`config.mk`:
```
export PLATFORM = sky130hd
export DESIGN_NAME = nvram_upload_responder_flat
export DESIGN_NICKNAME = d
export VERILOG_FILES = /design/src/rtl/nvram_upload_responder_if.sv /design/src/rtl/nvram_upload_responder.sv /design/src/flat_wrapper.sv
export SDC_FILE = /design/constraint.sdc
export NUM_CORES = 1
export LEC_CHECK = 0
export BUFFER_PORTS_ARGS = -buffer_cell sky130_fd_sc_hd__buf_4
export CAP_MARGIN = 20
export CELL_PAD_IN_SITES_DETAIL_PLACEMENT = 1
export CELL_PAD_IN_SITES_GLOBAL_PLACEMENT = 2
export CORE_ASPECT_RATIO = 0.6
export CORE_MARGIN = 5
export CORE_UTILIZATION = 27
export DETAILED_ROUTE_END_ITERATION = 7
export PLACE_DENSITY = 0.82
export SYNTH_ARGS = -nofsm -noshare
export SYNTH_HDL_FRONTEND = slang
export SYNTH_SLANG_ARGS = --single-unit
```
`constraint.sdc`:
```
create_clock -name clk_sys -period 1.9 [get_ports clk_sys]
set_input_delay 0 -clock clk_sys [delete_from_list [all_inputs] [get_ports clk_sys]]
set_output_delay 0 -clock clk_sys [all_outputs]
set_load 0.01 [all_outputs]
```
`src/rtl/nvram_upload_responder_if.sv`:
```
// HPS upload channel plus save-RAM read port shared by the upload responder.
interface nvram_upload_responder_if #(
  parameter int ADDR_W = 8
);
  logic              ioctl_upload;
  logic [7:0]        ioctl_index;
  logic              ioctl_rd;
  logic [24:0]       ioctl_addr;
  logic [7:0]        ioctl_din;
  logic              ioctl_wait;
  logic              ioctl_upload_req;
  logic [ADDR_W-1:0] mem_addr;
  logic              mem_rd;
  logic [7:0]        mem_rdata;

  modport master (
    output ioctl_upload, ioctl_index, ioctl_rd, ioctl_addr, mem_rdata,
    input  ioctl_din, ioctl_wait, ioctl_upload_req, mem_addr, mem_rd
  );

  modport slave (
    input  ioctl_upload, ioctl_index, ioctl_rd, ioctl_addr, mem_rdata,
    output ioctl_din, ioctl_wait, ioctl_upload_req, mem_addr, mem_rd
  );
endinterface

```
`src/rtl/nvram_upload_responder.sv`:
```
// Serves HPS save-file uploads from the core's battery RAM and requests an
// autosave once the core has written the RAM and then gone quiet.
module nvram_upload_responder #(
  parameter int         ADDR_W         = 8,
  parameter int         LATENCY        = 1,
  parameter logic [7:0] IDX            = 8'd4,
  parameter int         AUTOSAVE_TICKS = 25_000_000
) (
  input  logic                   clk_sys,
  input  logic                   reset,
  nvram_upload_responder_if.slave bus,
  output logic                   pause_req,
  input  logic                   pause_ack,
  input  logic                   core_wr,
  output logic                   busy,
  output logic                   dirty
);

  localparam int                 TIMER_W  = (AUTOSAVE_TICKS > 1) ? $clog2(AUTOSAVE_TICKS) : 1;
  localparam logic [TIMER_W-1:0] TERMINAL = TIMER_W'(AUTOSAVE_TICKS - 1);
  localparam logic [24:0]        SPAN     = 25'(1) << ADDR_W;

  typedef enum logic [1:0] {IDLE, PAUSE, READY, FETCH} state_t;

  state_t              state_q, state_d;
  logic                pause_q, pause_d;
  logic                wait_q, wait_d;
  logic                mem_rd_q, mem_rd_d;
  logic [ADDR_W-1:0]   mem_addr_q, mem_addr_d;
  logic [7:0]          din_q, din_d;
  logic [1:0]          cnt_q, cnt_d;
  logic                last_q, last_d;
  logic                rewrite_q, rewrite_d;
  logic                dirty_q, dirty_d;
  logic [TIMER_W-1:0]  timer_q, timer_d;
  logic                armed_q, armed_d;
  logic                active, in_range, exit_up, counting, upload_req;

  always_ff @(posedge clk_sys) begin
    if (reset) begin
      state_q    <= IDLE;
      pause_q    <= 1'b0;
      wait_q     <= 1'b0;
      mem_rd_q   <= 1'b0;
      mem_addr_q <= '0;
      din_q      <= 8'h00;
      cnt_q      <= '0;
      last_q     <= 1'b0;
      rewrite_q  <= 1'b0;
      dirty_q    <= 1'b0;
      timer_q    <= '0;
      armed_q    <= 1'b0;
    end else begin
      state_q    <= state_d;
      pause_q    <= pause_d;
      wait_q     <= wait_d;
      mem_rd_q   <= mem_rd_d;
      mem_addr_q <= mem_addr_d;
      din_q      <= din_d;
      cnt_q      <= cnt_d;
      last_q     <= last_d;
      rewrite_q  <= rewrite_d;
      dirty_q    <= dirty_d;
      timer_q    <= timer_d;
      armed_q    <= armed_d;
    end
  end

  always_comb begin
    active     = bus.ioctl_upload && (bus.ioctl_index == IDX);
    in_range   = bus.ioctl_addr < SPAN;
    exit_up    = 1'b0;
    state_d    = state_q;
    pause_d    = pause_q;
    wait_d     = wait_q;
    mem_rd_d   = 1'b0;
    mem_addr_d = mem_addr_q;
    din_d      = din_q;
    cnt_d      = cnt_q;
    last_d     = last_q;
    rewrite_d  = rewrite_q | (core_wr && (state_q != IDLE));

    case (state_q)
      IDLE: begin
        if (active) begin
          state_d = PAUSE;
          pause_d = 1'b1;
          wait_d  = 1'b1;
        end
      end
      PAUSE: begin
        if (!active) begin
          exit_up = 1'b1;
        end else if (pause_ack) begin
          state_d = READY;
          wait_d  = 1'b0;
        end
      end
      READY: begin
        if (!active) begin
          exit_up = 1'b1;
        end else if (bus.ioctl_rd) begin
          if (in_range) begin
            mem_addr_d = bus.ioctl_addr[ADDR_W-1:0];
            mem_rd_d   = 1'b1;
            wait_d     = 1'b1;
            cnt_d      = '0;
            state_d    = FETCH;
          end else begin
            din_d = 8'hFF;
          end
        end
      end
      FETCH: begin
        // cnt counts cycles since mem_rd; data is valid when it equals LATENCY
        if (!active) begin
          exit_up = 1'b1;
        end else if (cnt_q == 2'(LATENCY)) begin
          din_d   = bus.mem_rdata;
          wait_d  = 1'b0;
          state_d = READY;
          if (mem_addr_q == '1) last_d = 1'b1;
        end else begin
          cnt_d = cnt_q + 2'd1;
        end
      end
      default: state_d = IDLE;
    endcase

    if (exit_up) begin
      state_d   = IDLE;
      pause_d   = 1'b0;
      wait_d    = 1'b0;
      mem_rd_d  = 1'b0;
      last_d    = 1'b0;
      rewrite_d = 1'b0;
    end
  end

  // A save only counts if the final byte went out and the core stayed quiet throughout.
  always_comb begin
    dirty_d = dirty_q;
    if (exit_up && last_q && !rewrite_q && !core_wr) dirty_d = 1'b0;
    if (core_wr) dirty_d = 1'b1;

    counting   = dirty_q && (state_q == IDLE) && armed_q;
    upload_req = counting && (timer_q == TERMINAL) && !core_wr && !reset;

    timer_d = timer_q;
    armed_d = armed_q;
    if (core_wr) begin
      timer_d = '0;
      armed_d = 1'b1;
    end else if (upload_req) begin
      armed_d = 1'b0;
    end else if (counting && (timer_q != TERMINAL)) begin
      timer_d = timer_q + TIMER_W'(1);
    end
  end

  assign bus.ioctl_din        = din_q;
  assign bus.ioctl_wait       = wait_q;
  assign bus.ioctl_upload_req = upload_req;
  assign bus.mem_addr         = mem_addr_q;
  assign bus.mem_rd           = mem_rd_q;
  assign pause_req            = pause_q;
  assign busy                 = (state_q != IDLE);
  assign dirty                = dirty_q;

endmodule

```
`src/flat_wrapper.sv`:
```
// flat-port wrapper written by rule: the top's interface ports become plain ports
module nvram_upload_responder_flat 
#(
  parameter int         ADDR_W         = 8,
  parameter int         LATENCY        = 1,
  parameter logic [7:0] IDX            = 8'd4,
  parameter int         AUTOSAVE_TICKS = 25_000_000
)
  (clk_sys, reset, pause_req, pause_ack, core_wr, busy, dirty, bus_ioctl_upload, bus_ioctl_index, bus_ioctl_rd, bus_ioctl_addr, bus_mem_rdata, bus_ioctl_din, bus_ioctl_wait, bus_ioctl_upload_req, bus_mem_addr, bus_mem_rd);
  nvram_upload_responder_if #(.ADDR_W(ADDR_W)) bus_i ();
  input  logic clk_sys;
  input  logic reset;
  output logic pause_req;
  input  logic pause_ack;
  input  logic core_wr;
  output logic busy;
  output logic dirty;
  input wire logic [$bits(bus_i.ioctl_upload)-1:0] bus_ioctl_upload;
  input wire logic [$bits(bus_i.ioctl_index)-1:0] bus_ioctl_index;
  input wire logic [$bits(bus_i.ioctl_rd)-1:0] bus_ioctl_rd;
  input wire logic [$bits(bus_i.ioctl_addr)-1:0] bus_ioctl_addr;
  input wire logic [$bits(bus_i.mem_rdata)-1:0] bus_mem_rdata;
  output wire logic [$bits(bus_i.ioctl_din)-1:0] bus_ioctl_din;
  output wire logic [$bits(bus_i.ioctl_wait)-1:0] bus_ioctl_wait;
  output wire logic [$bits(bus_i.ioctl_upload_req)-1:0] bus_ioctl_upload_req;
  output wire logic [$bits(bus_i.mem_addr)-1:0] bus_mem_addr;
  output wire logic [$bits(bus_i.mem_rd)-1:0] bus_mem_rd;
  assign bus_i.ioctl_upload = bus_ioctl_upload;
  assign bus_i.ioctl_index = bus_ioctl_index;
  assign bus_i.ioctl_rd = bus_ioctl_rd;
  assign bus_i.ioctl_addr = bus_ioctl_addr;
  assign bus_i.mem_rdata = bus_mem_rdata;
  assign bus_ioctl_din = bus_i.ioctl_din;
  assign bus_ioctl_wait = bus_i.ioctl_wait;
  assign bus_ioctl_upload_req = bus_i.ioctl_upload_req;
  assign bus_mem_addr = bus_i.mem_addr;
  assign bus_mem_rd = bus_i.mem_rd;
  nvram_upload_responder #(.ADDR_W(ADDR_W), .LATENCY(LATENCY), .IDX(IDX), .AUTOSAVE_TICKS(AUTOSAVE_TICKS)) u_core (.clk_sys(clk_sys), .reset(reset), .bus(bus_i), .pause_req(pause_req), .pause_ack(pause_ack), .core_wr(core_wr), .busy(busy), .dirty(dirty));
endmodule
```
After elaboration in Yosys (flattened, before gate mapping) --
Index checks and enable logic that the tools add are counted.
Word-level totals: bits in registers 52, word-level logic and storage cells 105
Cells by class: $add $sub $neg 2, $lt $le $gt $ge 1, eq/ne operators 18, multiplexer cells 37, bitwise gates (word level) 5, reduce and logical (&&, ||, !) cells 30
Operators by type and width (count):
- 8-bit two-way mux | 5
- 2-bit two-way mux | 13
- 25-bit by 1-bit adder with 25-bit output, second input constant | 1
- 25-bit equality test, second input constant | 1
- 25-bit by 9-bit less-than comparator with 1-bit output, second input constant | 1
- 25-bit inequality test, second input constant | 1
- 8-bit case mux with 2 select lines | 1
- 1-bit two-way mux | 15
- 2-bit by 1-bit inequality test with 1-bit output, second input constant | 6
- 6-bit AND reduction | 2
- 1-bit logical AND | 11
- 8-bit by 3-bit equality test with 1-bit output, second input constant | 1
- 8-bit equality test, second input constant | 1
- 2-bit inequality test, second input constant | 4
- 2-bit case mux with 4 select lines | 1
- 4-bit AND reduction | 2
- 8-bit AND reduction | 1
- 2-bit nonzero test | 4
- 5-bit OR reduction | 1
- 2-bit by 1-bit equality test with 1-bit output, second input constant | 2
- 2-bit equality test, second input constant | 2
- 1-bit inverter | 4
- 1-bit case mux with 4 select lines | 1
- 2-bit case mux with 2 select lines | 1
- 7 further kinds | 11

Depth between registers and ports, before layout --
depth after elaboration 9, mapped depth 9, mapped depth without buffers 7

Worst setup path before layout --
No wires, ideal clock.
path type flip-flop to flip-flop, start point reg u_core.timer_q[0], end point reg u_core.timer_q[0], setup time 0.128 ns, arrival 1.703 ns, slack 0.069 ns, stages on the path, launching flop included 10, path buffers 3, cells stage by stage dfxtp_1 > ha_1 > and3_1 > buf_2 > nand4_1 > o21ai_0 > buf_2 > buf_4 > xor2_1 > nor2_1
Between the ends: cells in the longest elaborated chain, start to end 6, elaborated cells between the ends (all ways) 9, classes of those cells 1 x add/sub; 2 x eq/ne; 1 x bitwise; 5 x reduce/logical
Ends and longest elaborated chain:
- start: declaration | RTL line nvram_upload_responder.sv:35 | logic [TIMER_W-1:0] timer_q, timer_d;
- start signal: assignment | RTL line nvram_upload_responder.sv:64 | timer_q <= timer_d;
- branches (longest 6 deep; another with 25-bit by 1-bit adder with 25-bit output)
Several ways; the timed one is not identified. A chain may end at the register's enable or synchronous reset.

Worst setup path in the final report --
start point reg u_core.timer_q[8], end point reg u_core.timer_q[16]
Same word-level chain as after synthesis.

==> metrics.cfg <==
[yosys]
synth_area_um2 = 2510
synth.area.mux_share = 0.0320
synth-edff-count = 0
synthDistinctLibCells = 46
synth_top_area_cell = dfxtp_1
synth-async-reset-ratio = 0
ys_top_cells_by_area = dfxtp_1 42%, nor2_1 7.3%, nor3_1 5.0%
synth.ff_latch_count = 52
synth-xor-area-share = 0.0419
synth_compound_area_frac = 0.100
synth_top_family_by_area = simple AND/OR/NAND/NOR gates
synth_flop_cell = dfxtp_1
yosys.area.top_type_share = 0.415
avgSynthCellArea_um2 = 8.35
synth_fp_nets = 349
ys_seq_area_frac = 0.415
synth_adder_area_share = 0.0140
syn_inst = 300
yosys.area_share.simple = 0.361
yosysWarningCount = 0

[finish]
final_nets = 446
multi_input_area_um2 = 1420
layout-drive-gt1-share = 0.281
layout_common_cells = 88 x buf_4, 51 x dfxtp_1, 49 x nor2_1, 25 x nor3_1
area_delta_synth_final_pct = 43.0
fill_cells = 1102
antenna_cells = 0
final_common_cell = buf_4
fin_util = 0.393
regArea_um2 = 1040

[timing]
fin_crit_ns = 1.82
tns_ns = 0
finalHoldViolCount = 0
maxSlewViolCount = 0
slew_headroom = 0.671
worst_pin_slew_ns = 0.490
fmaxAchievable_mhz = 550
rsz0062_at_grt = yes
clock_skew_ns = 0.00761
post-route-period-util = 0.957
finalSetupViolations = 0

[routing]
route.detailed.drc = 0
drt_iter0_drc = 136
routed_wl_um = 8290
viasPerCell = 4.93
drtAntennaViolNets = 0
vias = 2536
dr.pass1.iters = 4
routedWlPerCell_um = 16.1

[worst_setup_path]
critical-path-slowest-cell = or4_1
cp.depth = 5
crit_family = simple AND/OR/NAND/NOR gates
slowest_delay_ns = 0.54
cp-end-kind = register
cp.required_ns = 2.14
path_buf_inv = 1
crit_fanout = 7
crit_arrival_ns = 2.05
path_cells = buf_4, and3_1, nand3_2, or4_1, a21oi_1
rr_worst_depth = 5
start_kind = register
critPathKind = register to register

[cts]
path_clk_slew_ns = 0.08
cts-root-buf = clkbuf_16
clock-sinks = 52
clkLatencyLatePin_ns = 0.30
cts_buffers = 5
cts_tree = done
h-tree-depth = 2
clk_path_buf_depth = 2

[global_routing]
grt_pass1_vias = 2580
grt_use_total = 0.147
overflow = 0
grt_first_pass_wirelength_um = 13300
antenna_found_initial = 0
grt_max_degree = 30

[floorplanning]
dieArea_um2 = 11400
num_io_pins = 69
dieHeight_um = 84.6
die_w_um = 134
rows = 27
core_area_um2 = 9120
start_util = 0.275

[pwr]
max-vdd-ir-drop_v = 0.000334
comb_power_share = 0.080
switching_share = 0.244
clock_power_share = 0.433
p_int_uw = 1710
leakage_uw = 0.00133
p_per_area_nw_per_um2 = 631
net-switching-power_uw = 553
power_frac_seq = 0.487

[run]
drv_cap = 0

[min_path]
holdPathStages = 3
hp-class = input pin to register

[placed_design]
routabilityCongestion = 0.843
numPortBuffers = 68
hpwlAfterDp_um = 6240

[status]
status = finished, final reports clean

[stage by stage]
step                setup slack, ns  hold WS, ns  instance area, um^2  power, uW  std cells
finish                       0.0822       0.0163                 3580       2260        514
global route               -0.00715       0.0201                 3580       2350        514
CTS                          0.0296      0.00262                 3560       2290        514
detailed placement          -0.0723        0.248                 3250       1290        492
global placement            -0.0181        0.237                 3250       1280        492
floorplan                    0.0690        0.147                 2510       1180        300
[per-layer routing]
layer  GRT usage  part of all wire
met4      0.0416            0.0099
met2       0.215              0.44
met1       0.216              0.52
met5           0                 0
met3      0.0323             0.034
[what timing repair did]
item	4_1_cts	5_1_grt
gates resized for setup	2	7
endpoints found under the setup margin	9	14
buffers inserted	0	0
hold buffers	14	0
endpoints found under the hold margin	14	0
[area by class of cell]
type	count	area share
clock inverter	3	0.00803
inverter	7	0.00733
clock buffer	5	0.0349
tap	116	0.0405
multi-input combinational	229	0.395
sequential	52	0.291
timing repair buffer	102	0.223
[cell usage after synthesis, types with 2 or more instances]
library cell,count
and2_1,3
and3_1,5
ha_1,2
and4_1,4
buf_2,3
nor2b_1,3
nor4_1,6
nor3_1,25
nand2_1,18
dfxtp_1,52
nand4_1,11
nor4bb_1,2
or4_1,2
nand3_1,9
o31ai_1,2
inv_1,7
clkbuf_1,6
or3_1,12
a21oi_1,18
xnor2_1,8
mux2i_1,8
a2bb2oi_1,2
a211oi_1,2
or2_2,2
nand2b_1,2
xor2_1,4
o21ai_0,15
nor2_1,49
[logic make-up after synthesis]
| logic type | after synthesis |
|---|---|
| simple gates | 163 |
| flops | 52 |
| compound gates | 43 |
| buf+inv | 19 |
| xor+xnor | 12 |
| mux | 8 |
| fa+ha+maj | 3 |
[worst min-delay path, delay by kind of cell]
family | cells | cell delay, ns
AND/OR/NAND/NOR | 2 | 0.17
buffers and inverters | 1 | 0.11
[sequential cells by signal, summed over array words and instances, names as in the netlist, 2 cells and up]
signal	cells
u_core.bus.mem_addr	8
u_core.state_q	2
u_core.cnt_q	2
u_core.timer_q	25
u_core.bus.ioctl_din	8
[path summary, 6_finish.rpt]
check                                     startpoint                                   end  slack (ns)
setup / recovery      u_core.timer_q[8]$_SDFFE_PP0P_       u_core.timer_q[16]$_SDFFE_PP0P_        0.08
hold reg to reg   u_core.bus.ioctl_wait$_SDFFE_PP0P_    u_core.bus.ioctl_wait$_SDFFE_PP0P_        0.47
hold / removal                      bus_mem_rdata[5]  u_core.bus.ioctl_din[5]$_SDFFE_PP0P_        0.02
setup reg to reg      u_core.timer_q[8]$_SDFFE_PP0P_       u_core.timer_q[16]$_SDFFE_PP0P_        0.08
[power groups by stage]
stage          Combinational, uW  Sequential, uW  Clock, uW
3_5_place_dp                 157            1130          0
6_report                     181            1100        979
5_1_grt                      197            1100       1040
4_1_cts                      181            1100       1010
3_3_place_gp                 153            1130          0
2_1_floorplan               55.2            1130          0
(Power assumes the default switching activity.)
